==> src/rtl/traffic_pkg.sv <==
// Shared types and constants for the traffic signal controller request path.
package traffic_pkg;

  localparam int unsigned PHASE_W = 4;
  localparam logic [PHASE_W-1:0] PHASE_HOLD = 4'd0;
  localparam logic [PHASE_W-1:0] PHASE_LAST = 4'd12;

  // Width of the press counter and the idle wait counter
  localparam int unsigned CNT_W = 8;

  typedef enum logic [1:0] {
    IDLE    = 2'd0,
    PENDING = 2'd1,
    SERVING = 2'd2
  } req_state_e;

endpackage

==> src/rtl/btn_debounce.sv <==
// Two-flop synchroniser and counter debouncer for the request button;
// press_c pulses for one clock on the edge where the debounced level rises.
module btn_debounce #(
  parameter int unsigned DEBOUNCE_CYCLES = 4
) (
  input  logic clock,
  input  logic resetn,
  input  logic btn_raw_i,
  output logic press_c
);

  localparam int unsigned DB_W = 4;

  logic            s1_q;
  logic            s2_q;
  logic            stable_q;
  logic            stable_d;
  logic [DB_W-1:0] cnt_q;
  logic [DB_W-1:0] cnt_d;

  always_ff @(posedge clock) begin
    if (!resetn) begin
      s1_q     <= 1'b0;
      s2_q     <= 1'b0;
      stable_q <= 1'b0;
      cnt_q    <= '0;
    end else begin
      s1_q     <= btn_raw_i;
      s2_q     <= s1_q;
      stable_q <= stable_d;
      cnt_q    <= cnt_d;
    end
  end

  // Level changes only once the disagreement has lasted the full count
  always_comb begin
    stable_d = stable_q;
    cnt_d    = '0;
    press_c  = 1'b0;
    if (s2_q != stable_q) begin
      if (cnt_q == DB_W'(DEBOUNCE_CYCLES)) begin
        stable_d = s2_q;
        press_c  = s2_q;
      end else begin
        cnt_d = cnt_q + DB_W'(1);
      end
    end
  end

endmodule

==> src/rtl/traffic_request_ctrl.sv <==
// Request latch in front of the traffic signal controller: one request per light cycle.
// Optional idle auto-request enabled by defining TRAFFIC_REQ_TIMEOUT_EN.
module traffic_request_ctrl
  import traffic_pkg::*;
#(
  parameter int unsigned DEBOUNCE_CYCLES = 4,
  parameter int unsigned MAX_WAIT        = 26
) (
  input  logic               clock,
  input  logic               resetn,
  input  logic               btn_raw,
  input  logic [PHASE_W-1:0] q,
  output logic               switch,
  output logic               req_led,
  output logic [CNT_W-1:0]   press_count
);

  if (DEBOUNCE_CYCLES < 1 || DEBOUNCE_CYCLES > 15) begin : g_bad_debounce
    $error("DEBOUNCE_CYCLES must be in 1..15");
  end
  if (MAX_WAIT < 1 || MAX_WAIT > 255) begin : g_bad_max_wait
    $error("MAX_WAIT must be in 1..255");
  end

  req_state_e         state_q;
  req_state_e         state_d;
  logic               next_q;
  logic               next_d;
  logic [PHASE_W-1:0] q_prev_q;
  logic               switch_q;
  logic               switch_d;
  logic               req_led_q;
  logic               req_led_d;
  logic [CNT_W-1:0]   press_count_q;
  logic [CNT_W-1:0]   press_count_d;
  logic               press_c;
  logic               timeout_c;
  logic               leave_hold_c;
  logic               at_hold_c;

  btn_debounce #(
    .DEBOUNCE_CYCLES(DEBOUNCE_CYCLES)
  ) u_btn_debounce (
    .clock    (clock),
    .resetn   (resetn),
    .btn_raw_i(btn_raw),
    .press_c  (press_c)
  );

`ifdef TRAFFIC_REQ_TIMEOUT_EN
  logic [CNT_W-1:0] wait_q;
  logic [CNT_W-1:0] wait_d;

  // Idle time runs only while nothing is requested; leaving IDLE restarts it
  assign timeout_c = (state_q == IDLE) && (wait_q == CNT_W'(MAX_WAIT - 1));
  assign wait_d    = ((state_q == IDLE) && !press_c && !timeout_c) ? wait_q + CNT_W'(1) : '0;

  always_ff @(posedge clock) begin
    if (!resetn) begin
      wait_q <= '0;
    end else begin
      wait_q <= wait_d;
    end
  end
`else
  assign timeout_c = 1'b0;
`endif

  assign leave_hold_c = (q_prev_q == PHASE_HOLD) && (q != PHASE_HOLD);
  assign at_hold_c    = (q == PHASE_HOLD);

  always_ff @(posedge clock) begin
    if (!resetn) begin
      state_q       <= IDLE;
      next_q        <= 1'b0;
      q_prev_q      <= '0;
      switch_q      <= 1'b0;
      req_led_q     <= 1'b0;
      press_count_q <= '0;
    end else begin
      state_q       <= state_d;
      next_q        <= next_d;
      q_prev_q      <= q;
      switch_q      <= switch_d;
      req_led_q     <= req_led_d;
      press_count_q <= press_count_d;
    end
  end

  always_comb begin
    state_d       = state_q;
    next_d        = next_q;
    press_count_d = press_count_q;

    if (press_c && (press_count_q != '1)) begin
      press_count_d = press_count_q + CNT_W'(1);
    end

    case (state_q)
      IDLE: begin
        if (press_c || timeout_c) begin
          state_d = PENDING;
        end
      end
      PENDING: begin
        if (leave_hold_c) begin
          state_d = SERVING;
          next_d  = next_q | press_c;
        end
      end
      SERVING: begin
        // Back at the hold point: a latched or coincident press starts the next cycle
        if (at_hold_c) begin
          state_d = (next_q || press_c) ? PENDING : IDLE;
          next_d  = 1'b0;
        end else if (press_c) begin
          next_d = 1'b1;
        end
      end
      default: begin
        state_d = IDLE;
        next_d  = 1'b0;
      end
    endcase

    switch_d  = (state_d == PENDING);
    req_led_d = (state_d != IDLE) || next_d;
  end

  assign switch      = switch_q;
  assign req_led     = req_led_q;
  assign press_count = press_count_q;

endmodule

==> config.mk <==
export PLATFORM = sky130hd
export DESIGN_NAME = traffic_request_ctrl
export DESIGN_NICKNAME = d
export VERILOG_FILES = /design/src/rtl/traffic_pkg.sv /design/src/rtl/btn_debounce.sv /design/src/rtl/traffic_request_ctrl.sv
export SDC_FILE = /design/constraint.sdc
export NUM_CORES = 1
export LEC_CHECK = 0
export CORE_MARGIN = 10
export CORE_UTILIZATION = 45
export DETAILED_ROUTE_END_ITERATION = 12
export GPL_TIMING_DRIVEN = 1
export HOLD_SLACK_MARGIN = 0.12
export PLACE_DENSITY_LB_ADDON = 0.08
export SETUP_SLACK_MARGIN = 0.02
export SYNTH_ARGS = -nofsm -noshare
export SYNTH_HDL_FRONTEND = slang
export SYNTH_SLANG_ARGS = --single-unit
export TNS_END_PERCENT = 1
==> constraint.sdc <==
create_clock -name clock -period 1.6 [get_ports clock]
set_input_delay 0.32 -clock clock [delete_from_list [all_inputs] [get_ports clock]]
set_output_delay 0.32 -clock clock [all_outputs]
set_load 0.03 [all_outputs]
# ---- Word level (Yosys, flattened, before mapping)
# Cells that the tools add are included.
dict set report op_classes {
  add_sub_neg 2
  n_eq_ne 6
  n_mux 11
  n_bitwise 3
  reduce_logical 11
}
# op count
set op_table {}
lappend op_table {{8-bit by 1-bit adder with 8-bit output, second input constant} 1}
lappend op_table {{4-bit zero test} 2}
lappend op_table {{8-bit != test, second input constant} 1}
lappend op_table {{1-bit 2-to-1 mux} 6}
lappend op_table {{2-bit 2-to-1 mux} 3}
lappend op_table {{2-bit case mux with 3 select lines} 1}
lappend op_table {{4-bit by 1-bit adder with 4-bit output, second input constant} 1}
lappend op_table {{2-bit by 1-bit == test with 1-bit output, second input constant} 2}
lappend op_table {{4-bit by 3-bit == test with 1-bit output, second input constant} 1}
lappend op_table {{4-bit nonzero test} 1}
lappend op_table {{1-bit case mux with 3 select lines} 1}
lappend op_table {{3-bit OR reduction} 1}
lappend op_table {{2-bit == test, second input constant} 1}
lappend op_table {{1-bit logical AND} 2}
lappend op_table {{2-bit zero test} 1}
lappend op_table {{1-bit logical OR} 2}
lappend op_table {{1-bit NOT} 2}
lappend op_table {{2-bit AND reduction} 1}
lappend op_table {{2-bit nonzero test} 1}
lappend op_table {{1-bit != test} 1}
lappend op_table {{1-bit OR} 1}
dict set report word_totals {
  register_bits 24
  in_bits 7
  out_inout_bits 10
}

# ---- Longest topological paths before layout
# Gate-level depths: netlist of the first run.
dict set report logic_depth {
  ltp_word 9
  depth_mapped 7
  depth_no_buf 6
}

# ---- Modules after synthesis
# Synthesis of the first run repeated with hierarchy kept, for this count alone.
dict set report unflattened {
  cells_unflattened 108
  area_unflattened_um2 1056.0
}
# module n_inst cells_per_inst area_per_inst_um2 seq_area_each_um2
set by_module_without_submodules {}
lappend by_module_without_submodules {traffic_request_ctrl 1 81 767.0 340.3}
lappend by_module_without_submodules {btn_debounce 1 27 289.0 140.1}

# ---- Least setup slack after synthesis of the first run
# Ideal clock, no wire load.
dict set report synth_timing {
  path_type {reg2reg}
  from {register press_count_q[0] (netlist: press_count[0])}
  to {register press_count_q[1] (netlist: press_count[1])}
  setup_time_ps 127
  arrival_time_ps 1576
  path_slack_ps -103
  path_stages_with_launch 6
  n_path_buf 0
  synth_period_minus_slack_ps 1703
  cell_sequence {dfxtp_1 ha_1 nand3_1 o211ai_1 mux2i_1 nor2_1}
}
dict set report synth_between {
  elab_chain_len 2
}
# element line_no
set synth_rtl {}
lappend synth_rtl {{from (decl)} traffic_request_ctrl.sv:34} ;# logic [CNT_W-1:0] press_count_q;
lappend synth_rtl {{from (signal assigned)} traffic_request_ctrl.sv:86} ;# press_count_q <= press_count_d;
lappend synth_rtl {{parallel branches: the longest is 2 deep, another holds 8-bit by 1-bit adder with 8-bit output} n/a}
# Several ways; the timed one is not identified.
# A chain may end at the register's enable or synchronous reset.

# ---- Final worst setup path of the first run
dict set report layout_timing {
  from {register u_btn_debounce.cnt_q[0]}
  to {register press_count_q[6] (netlist: press_count[6])}
}
dict set report layout_between {
  elab_chain_len 4
}
# element line_no
set layout_rtl {}
lappend layout_rtl {{from (decl)} btn_debounce.sv:18} ;# logic [DB_W-1:0] cnt_q;
lappend layout_rtl {{from (signal assigned)} btn_debounce.sv:31} ;# cnt_q <= cnt_d;
lappend layout_rtl {{4-bit by 3-bit == test with 1-bit output} btn_debounce.sv:41} ;# if (cnt_q == DB_W'(DEBOUNCE_CYCLES)) begin
lappend layout_rtl {{1-bit 2-to-1 mux} btn_debounce.sv:41}
lappend layout_rtl {{1-bit 2-to-1 mux} btn_debounce.sv:40} ;# if (s2_q != stable_q) begin
lappend layout_rtl {{1-bit logical AND} traffic_request_ctrl.sv:95} ;# if (press_c && (press_count_q != '1)) begin
# No other way between the ends.

==> metrics.txt, run 1 <==
Worst Reg-to-Reg Cells=6; fraction of power consumed by sequential logic=63.0%; min cycle time layout=1.61 ns; mux cell area share after synthesis=2.03%; post-synth top area cell=dfxtp_1; final instance area=1310 sq um; largest family of logic cells by synthesized area=simple AND/OR/NAND/NOR gates; clk_skew=0.00209 ns; WL per Instance=12.9 um; DR WL met3=129 um; clock share of power=31.9%; Buffers on Ports=16; reg2reg setup slack=-0.008 ns; top post-synthesis cells by area=dfxtp_1 (49%), and2_1 (3.8%), ha_1 (3.8%), a21oi_1 (3.5%), nor2_1 (3.0%); Initial Util=48.8%; actual slew at the worst max-slew pin=0.491 ns; ANT cells=0; total power=0.967 mW; hpwl dp=1580 um; Via Count=830; first-pass GRT wire length=3330 um; die width=66.8 um; row count=16; CTS tree=yes; final net count=143; simple-gate share of the synthesized area=22.8%; sw power=0.194 mW; Via density=5.22; Slew headroom=66.9%; mean post-synth cell area=9.49 sq um; violated checks=setup timing; Final Cycle Share=101%; Residual DRC=0; Fmax=622 MHz; Placed Area=1250 sq um; Non-Filler Instances=159; outcome=finished with violations; Mapped Area=987 sq um; Critical Path Max Stage Delay=0.44 ns; critical path fanouts, max=6; #FFs+latches synth=24; share of cells above drive strength 1=20.5%; routed wire length=2060 um; max_cap viols=0; met2 WL=985 um; Min-Delay Startpoint=u_btn_debounce.s1_q; Hold Crit Endpoint=u_btn_debounce.s2_q; required time worst endpoint=1.85 ns; Worst R2R Start=u_btn_debounce.cnt_q[0]; met1 wire length=925 um; CTS max path bufs=2; final setup vio count=3; Tot GR Track Use=9.47%; Top Layer Used=met4; hold crit path type=reg2reg; die area=4470 sq um; min setup slack post-route=-0.00845 ns; WHS Path Cells=1; syn nets=114; Post-synth EDFFs=0; P&R area growth vs syn=32.7%; Worst path top cell family by delay=simple AND/OR/NAND/NOR gates; initial DRC count=29; Pint=0.773 mW; Die H=66.8 um; Leak=0.534 nW; Synth Area in XOR/XNOR=3.55%; CTS Buf Count=3; clk sink count=24; GPL Wtd Cong=0.824; Worst Setup Path Type=reg2reg; worst-skew pair later-pin latency=0.31 ns; post-synth top area share=48.7%; vias in the first global route=782; worst path bufs/invs=1; register area=485 sq um; critical-path cell list=inv_1, ha_1, and3b_2, o211ai_1, or4_1, a21oi_1; I/O pin count=17; largest net degree at the start of global routing=14; ys flop type=dfxtp_1; slowest library cell on the worst path=or4_1; WP data arrival=1.86 ns; Worst setup SP type=flop; dpl cells=154; library cells used by synthesis=36; H-tree level count=1; Core Box Area=2020 sq um; # fillers=172; synth warn=0; Worst VDD drop=0.000770 V; Slew Limit Fails=0; complex-gate fraction of the synthesized area=15.2%; Switching Share=20.1%; Antenna Nets Post-Route=0; initial antenna violation count=0; Seq/Total Area, Yosys=48.7%; fraction of registers with async set/reset=0%; Worst-path clk slew=0.12 ns; setup TNS=-0.0140 ns; PD cells=738 nW/um^2; WHS=0.455 ns; Fin. Hold Viols=0; combinational power share=5.1%; grt ovf=0; RSZ-0062 raised after global routing=true; Setup crit end kind=flop; DRT Pass-1 Iters=4; hold-fix buffers at CTS=0; Clock Tree Root=clkbuf_4; post-synthesis cell count=104; reg2reg end=press_count[6]; adder-cell share of the synthesized area=3.80%; multi-input logic area=497 sq um
==> state kept, by name, indices dropped and copies added, names as in the netlist <==
name                     flops
next_q                       1
press_count                  8
q_prev_q                     4
req_led                      1
state_q                      2
switch                       1
u_btn_debounce.cnt_q         4
u_btn_debounce.s1_q          1
u_btn_debounce.s2_q          1
u_btn_debounce.stable_q      1
==> logic make-up after synthesis <==
kind of cell	Yosys count
adders and majority gates	3
muxes	2
xor gates and xnor gates	4
DFF	24
AOI/OAI and AO/OA	22
buffers and inverters	9
and+or+nand+nor	40
==> synthesized netlist by cell type (2+ instances only) <==
cell and count:
a31oi_1 2, nand2_1 4, dfxtp_1 24, ha_1 3, and2_1 6, nor2b_1 2, nand3_1 5, o21ai_0 3
mux2i_1 2, xor2_1 2, clkbuf_1 2, or4_1 3, or3_1 4, inv_1 5, a21oi_1 7, nor2_1 8
xnor2_1 2, o31ai_1 2
==> layer usage <==
layer / track usage, % / vias up
li1: - / 427
met1: 10.1 / 387
met2: 16.0 / 14
met3: 5.02 / 2
met4: 2.36 / 0
met5: 0 / -
==> layout by cell type (no fill, tap or decap), types with 2 or more instances in the layout <==
master           count
a21oi_1              7
and2_1               6
buf_4               12
clkbuf_4             3
clkdlybuf4s50_1      6
dfxtp_1             20
dfxtp_2              4
dlygate4sd2_1        9
ha_1                 2
inv_1                5
mux2i_1              2
nand2_1              4
nand3_1              5
nor2_1               8
nor2b_1              2
o21ai_0              3
o31ai_1              2
or3_1                3
or4_1                2
xnor2_1              2
xor2_1               2
==> area by class of cell <==
type / instances / share of cell area (%)
clock buffer: 4 / 2.77
inverter: 5 / 1.43
multi-input combinational: 71 / 37.9
sequential: 24 / 37.1
tap: 27 / 2.58
timing repair buffer: 28 / 18.2
==> worst max-delay path by stage <==
stage | to | cells after the start | startpoint
after floorplan | press_count[1] | 5 | press_count[0]
after global placement | req_led | 5 | q[1]
after detailed placement | req_led | 5 | q[1]
after CTS | req_led | 5 | q[1]
after global routing | press_count[6] | 6 | u_btn_debounce.cnt_q[0]
final | press_count[6] | 6 | u_btn_debounce.cnt_q[0]
==> power groups by stage <==
stage                     Combinational [mW]  Clock [mW]  Sequential [mW]
after floorplan                       0.0224           0            0.622
final                                 0.0496       0.308            0.609
after detailed placement              0.0479           0            0.622
after global placement                0.0459           0            0.622
after global routing                  0.0545       0.351            0.610
after CTS                             0.0493       0.322            0.609
==> what timing repair did <==
item	4_1_cts	5_1_grt
setup buffers	0	1
gates cloned	0	0
endpoints found under the setup margin	16	15
resized for setup	13	6
pin swaps	0	4
==> metrics by stage <==
step | utilization, % | setup WS (ns)
2_1_floorplan | - | 0.0166
3_3_place_gp | 61.7 | -0.330
3_5_place_dp | 61.7 | -0.376
4_1_cts | 63.4 | -0.00891
5_1_grt | 64.8 | -0.0876
6_report | 64.8 | -0.00845
Power figures use the tool's default switching activity.
==> run 2, diff against run 1 <==
--- a/config.mk
+++ b/config.mk
@@ -6,7 +6,7 @@
 export NUM_CORES = 1
 export LEC_CHECK = 0
 export CORE_MARGIN = 10
-export CORE_UTILIZATION = 45
+export CORE_UTILIZATION = 50
 export DETAILED_ROUTE_END_ITERATION = 12
 export GPL_TIMING_DRIVEN = 1
 export HOLD_SLACK_MARGIN = 0.12
==> constraint.sdc (replaced) <==
create_clock -name clock -period 1.55 [get_ports clock]
set_input_delay 0.31 -clock clock [delete_from_list [all_inputs] [get_ports clock]]
set_output_delay 0.31 -clock clock [all_outputs]
set_load 0.03 [all_outputs]
==> run 2 against run 1 <==
The flow still finishes with violations (setup timing). Register-to-register slack lost 0.02 ns. Global-route usage grew 1.1 points. Sequential power grew 3%. Final area grew 1.9%. Via count grew 2.4%. Worst setup slack lost 0.027 ns. Non-clock buffer count grew 1. Die area shrank 7.1%. Routed wire length grew 2.6%. Largest cell class unchanged. Largest power group unchanged.
==> metrics.txt, run 2 (synthesis gave the netlist of run 1 again) <==
outcome=finished with violations; violated checks=setup timing; Core Box Area=1920 sq um (-5.0%); actual slew at the worst max-slew pin=0.575 ns (+0.0840 ns); vias in the first global route=882 (+13%); Final Cycle Share=102%; min cycle time layout=1.59 ns; Setup crit end kind=flop; Worst R2R Start=u_btn_debounce.cnt_q[0]; WP data arrival=1.85 ns (about the same); reg2reg setup slack=-0.03 ns (-0.02 ns); hold crit path type=reg2reg; worst-skew pair later-pin latency=0.31 ns (about the same); die width=64.4 um (-3.6%); initial DRC count=39 (+34%); I/O pin count=17 (unchanged); Die H=64.4 um (-3.6%); clock share of power=32.4% (+0.5 points); # fillers=165 (-4.1%); required time worst endpoint=1.81 ns (-0.04 ns); Tot GR Track Use=10.5% (+1.1 points); initial antenna violation count=0 (unchanged); routed wire length=2110 um (+2.6%); Fin. Hold Viols=0 (unchanged); first-pass GRT wire length=3630 um (+8.9%); RSZ-0062 raised after global routing=true; row count=16 (unchanged); Fmax=631 MHz; final net count=144 (+0.70%); Worst VDD drop=0.000612 V (-21%); hold-fix buffers at CTS=0 (unchanged); clk sink count=24 (unchanged); Min-Delay Startpoint=u_btn_debounce.s1_q; hpwl dp=1610 um (+2.0%); Clock Tree Root=clkbuf_4; Pint=0.796 mW (+3.0%); Slew Limit Fails=0 (unchanged); clk_skew=0.00321 ns (+0.00112 ns); combinational power share=5.2% (about the same); max_cap viols=0 (unchanged); Worst Setup Path Type=in2reg; Worst Reg-to-Reg Cells=6 (unchanged); setup bufs post-CTS=0 (unchanged); CTS Buf Count=3 (unchanged); multi-input logic area=513 sq um (+3.3%); Worst setup SP type=input pin; WL per Instance=13.2 um (+1.9%); P&R area growth vs syn=35.2%; Antenna Nets Post-Route=0 (unchanged); Critical Path Max Stage Delay=0.56 ns (+0.12 ns); CTS max path bufs=2 (unchanged); Via density=5.31 (+1.8%); grt ovf=0 (unchanged); register area=490 sq um (+1.0%); Leak=0.539 nW (+0.92%); DRT Pass-1 Iters=4 (unchanged); min setup slack post-route=-0.0353 ns (-0.0269 ns); Via Count=850 (+2.4%); Initial Util=51.4% (+2.5 points); total power=1.01 mW (+4.0%); Placement Setup Slack=-0.430 ns (-0.0540 ns); CTS tree=yes; final setup vio count=2 (-1); WHS=0.453 ns (-0.00232 ns); H-tree level count=1 (unchanged); PD cells=753 nW/um^2 (+2.1%); WHS Path Cells=1 (unchanged); critical path fanouts, max=4 (-2); Hold Crit Endpoint=u_btn_debounce.s2_q; die area=4150 sq um (-7.1%); ANT cells=0 (unchanged); Slew headroom=61.3% (-5.6 points); share of cells above drive strength 1=26.3% (+5.9 points); Worst-path clk slew=0.13 ns (about the same); GPL Wtd Cong=0.846 (+2.8%); max reg flops=8 (unchanged); slowest library cell on the worst path=or4_4; sw power=0.210 mW (+8.0%); commonest non-fill, non-tap cell in the layout=dfxtp_1; Buffers on Ports=16 (unchanged); Switching Share=20.8% (+0.77 points); most frequent cells in the layout=dfxtp_1 (18), buf_4 (13), nor2_1 (8), dlygate4sd2_1 (8); fraction of power consumed by sequential logic=62.4% (-0.6 points); critical-path cell list=clkdlybuf4s50_1, or4_4, buf_4, o32ai_2, a21o_1; reg2reg end=press_count[6]; Residual DRC=0 (unchanged); largest net degree at the start of global routing=14 (unchanged)
-- run 2: through the flow --
stage          setup TNS (ns)  cell area [sq um]  std cells  util (%)
2_1_floorplan         -0.0544               1000        104         -
3_3_place_gp            -1.31               1270        156      65.9
3_5_place_dp            -1.53               1270        156      65.9
4_1_cts                -0.107               1320        160      68.7
5_1_grt                -0.450               1340        160      69.5
6_report              -0.0625               1340        160      69.5
-- run 2: critical path, delay by kind of cell --
| family | cells | cell delay, ns |
|---|---|---|
| buffers and inverters | 2 | 0.59 |
| AOI/OAI and AO/OA | 2 | 0.39 |
| and+or+nand+nor | 1 | 0.56 |
-- run 2: repair_timing --
action / CTS / global route
endpoints found under the setup margin: 24 / 19
pin swaps: 3 / 2
hold endpoints to repair: 0 / 0
gates resized for setup: 17 / 9
-- run 2: worst max-delay path by stage --
stage,start,to,slack (ns)
2_1_floorplan,u_btn_debounce.cnt_q[0],press_count[6],-0.03
3_3_place_gp,q[1],req_led,-0.37
3_5_place_dp,q[1],req_led,-0.43
4_1_cts,q[1],req_led,-0.05
5_1_grt,press_count[0],press_count[1],-0.11
6_report,q[1],req_led,-0.04
-- run 2: layout make-up --
class	instances	area share [%]
clock buffer	4	2.72
inverter	5	1.41
multi-input combinational	71	38.4
sequential	24	36.7
tap	27	2.53
timing repair buffer	29	18.2
-- run 2: routing by layer --
layer / track usage [%] / routed length, um / vias to the layer above
met5: 0 / 0 / -
met4: 6.15 / 25 / 0
met3: 3.26 / 77 / 4
met2: 17.7 / 1040 / 18
met1: 11.4 / 968 / 398
li1: - / - / 430
-- run 2: power groups by stage --
stage          Clock [mW]  Combinational (mW)  Sequential (mW)
3_3_place_gp            0              0.0472            0.640
3_5_place_dp            0              0.0493            0.641
6_report            0.326              0.0521            0.627
5_1_grt             0.355              0.0566            0.629
2_1_floorplan           0              0.0231            0.640
4_1_cts             0.336              0.0515            0.627
==> run 3, diff against run 2 <==
--- a/config.mk
+++ b/config.mk
@@ -11,7 +11,9 @@
 export GPL_TIMING_DRIVEN = 1
 export HOLD_SLACK_MARGIN = 0.12
 export PLACE_DENSITY_LB_ADDON = 0.08
+export REMOVE_ABC_BUFFERS = 1
 export SETUP_SLACK_MARGIN = 0.02
+export SLEW_MARGIN = 20
 export SYNTH_ARGS = -nofsm -noshare
 export SYNTH_HDL_FRONTEND = slang
 export SYNTH_SLANG_ARGS = --single-unit
==> run 3 against run 2 <==
The flow still finishes with violations (setup timing). Register-to-register slack worse by 0.05 ns. Global-route usage down 0.30 points. Final cell count up 1.3%. Fmax down 2.6%. Clock skew about the same. Non-clock buffer count up 2. Sequential power about the same. Die area unchanged. Via count down 0.24%. Total power up 0.22%. Sequential share of layout area down 1.1 points. Core utilization up 2.0 points. Critical endpoint is now press_count[6].
==> metrics.txt, run 3 (synthesis gave the netlist of run 1 again) <==
most frequent cells in the layout=dfxtp_1 (17), buf_4 (15), dlygate4sd2_1 (9); grt ovf=0 (unchanged); Die H=64.4 um (unchanged); commonest non-fill, non-tap cell in the layout=dfxtp_1; Worst setup SP type=flop; hold-fix buffers at CTS=0 (unchanged); Antenna Nets Post-Route=0 (unchanged); hold crit path type=reg2reg; outcome=finished with violations; Slew headroom=65.2% (+3.9 points); CTS max path bufs=2 (unchanged); die width=64.4 um (unchanged); Setup crit end kind=flop; I/O pin count=17 (unchanged); RSZ-0062 raised after global routing=true; GPL Wtd Cong=0.748 (-12%); vias in the first global route=834 (-5.4%); min setup slack post-route=-0.0771 ns (-0.0418 ns); Worst-path clk slew=0.13 ns (about the same); final setup vio count=3 (+1); Critical Path Max Stage Delay=0.53 ns (-0.03 ns); setup TNS=-0.0968 ns (-0.0343 ns); critical-path cell list=inv_2, ha_4, and3b_2, o211ai_1, or4_4, a21oi_2; dpl cells=158 (+1.3%); reg2reg setup slack=-0.08 ns (-0.05 ns); required time worst endpoint=1.81 ns (about the same); Slew Limit Fails=0 (unchanged); # fillers=162 (-1.8%); initial DRC count=23 (-41%); WP data arrival=1.88 ns (+0.03 ns); die area=4150 sq um (unchanged); total power=1.01 mW (+0.22%); hpwl dp=1650 um (+2.4%); Post-Route Utilization=71.4% (+2.0 points); final net count=146 (+1.4%); Tot GR Track Use=10.2% (-0.30 points); ANT cells=0 (unchanged); WHS=0.458 ns (+0.00499 ns); Final Cycle Share=105% (+2.7 points); row count=16 (unchanged); PD cells=734 nW/um^2 (-2.5%); actual slew at the worst max-slew pin=0.517 ns (-0.0586 ns); CTS Buf Count=3 (unchanged); max_cap viols=0 (unchanged); violated checks=setup timing; Clock Tree Root=clkbuf_4; first-pass GRT wire length=3520 um (-3.0%); min cycle time layout=1.63 ns (+0.0418 ns); worst path bufs/invs=1 (-1); critical path fanouts, max=7 (+3); Residual DRC=0 (unchanged); WL per Instance=13.0 um (-1.7%); CTS tree=yes; Worst Setup Path Type=reg2reg; Fin. Hold Viols=0 (unchanged); initial antenna violation count=0 (unchanged); H-tree level count=1 (unchanged); Buffers on Ports=16 (unchanged); Core Box Area=1920 sq um (unchanged); Via Count=848 (-0.24%); Worst VDD drop=0.000582 V (-4.8%); Via density=5.23 (-1.5%); Fmax=615 MHz (-2.6%); P&R area growth vs syn=39.0%; clk_skew=0.00271 ns (-0.000495 ns); Non-Filler Instances=162 (+1.3%); share of cells above drive strength 1=30.4% (+4.1 points); slowest library cell on the worst path=or4_4; Initial Util=51.4% (unchanged); largest net degree at the start of global routing=14 (unchanged); Leak=0.554 nW (+2.7%); clk sink count=24 (unchanged); max reg flops=8 (unchanged); Worst path top cell family by delay=simple AND/OR/NAND/NOR gates; DRT Pass-1 Iters=4 (unchanged); routed wire length=2100 um (-0.52%); worst-skew pair later-pin latency=0.31 ns (about the same)
## run 3: layout make-up
type / count / area (sq um) / share of cell area [%]
Multi-Input combinational cell: 71 / 533 / 38.8
Sequential cell: 24 / 489 / 35.6
Timing Repair Buffer: 31 / 262 / 19.1
Clock buffer: 4 / 36.3 / 2.64
Tap cell: 27 / 33.8 / 2.46
Inverter: 5 / 18.8 / 1.37
## run 3: worst reg2reg max path: stages (launching register included)
cell and delay (ns):
dfxtp_2 0.35, inv_2 0.06, ha_4 0.12, and3b_2 0.21, o211ai_1 0.18, or4_4 0.53
a21oi_2 0.13
## run 3: where the power goes
| part | switching, mW | leakage (nW) | internal, mW |
|---|---|---|---|
| Combinational | 0.0230 | 0.334 | 0.0295 |
| Clock | 0.183 | 0.0210 | 0.143 |
| Sequential | 0.00299 | 0.198 | 0.625 |
| Total | 0.209 | 0.554 | 0.798 |
## run 3: final timing paths
check	startpoint	endpoint	cells past startpoint
worst max-delay path	u_btn_debounce.cnt_q[1]	press_count[6]	6
worst min-delay path	u_btn_debounce.s1_q	u_btn_debounce.s2_q	1
worst max register to register	u_btn_debounce.cnt_q[1]	press_count[6]	6
worst min register to register	u_btn_debounce.s1_q	u_btn_debounce.s2_q	1
## run 3: routing by layer
layer  GRT usage [%]  part of all wire (%)  vias to the layer above  routed length [um]
li1                -                     -                      432                   -
met1            10.8                    43                      403                 905
met2            18.2                    53                       11                1110
met3            2.58                   3.2                        2                  68
met4            5.61                  0.67                        0                  14
met5               0                     0                        -                   0
## run 3: through the flow
stage	setup slack [ns]	instance area (sq um)
6_report	-0.0771	1370
5_1_grt	-0.157	1370
2_1_floorplan	-0.150	967
3_5_place_dp	-0.465	1270
3_3_place_gp	-0.423	1270
4_1_cts	-0.0497	1310
## run 3: repair_timing
item | CTS | global route
setup endpoints to repair | 17 | 17
cloned | 0 | 0
gates resized for setup | 13 | 21
setup buffers | 0 | 0
pin swaps | 3 | 7
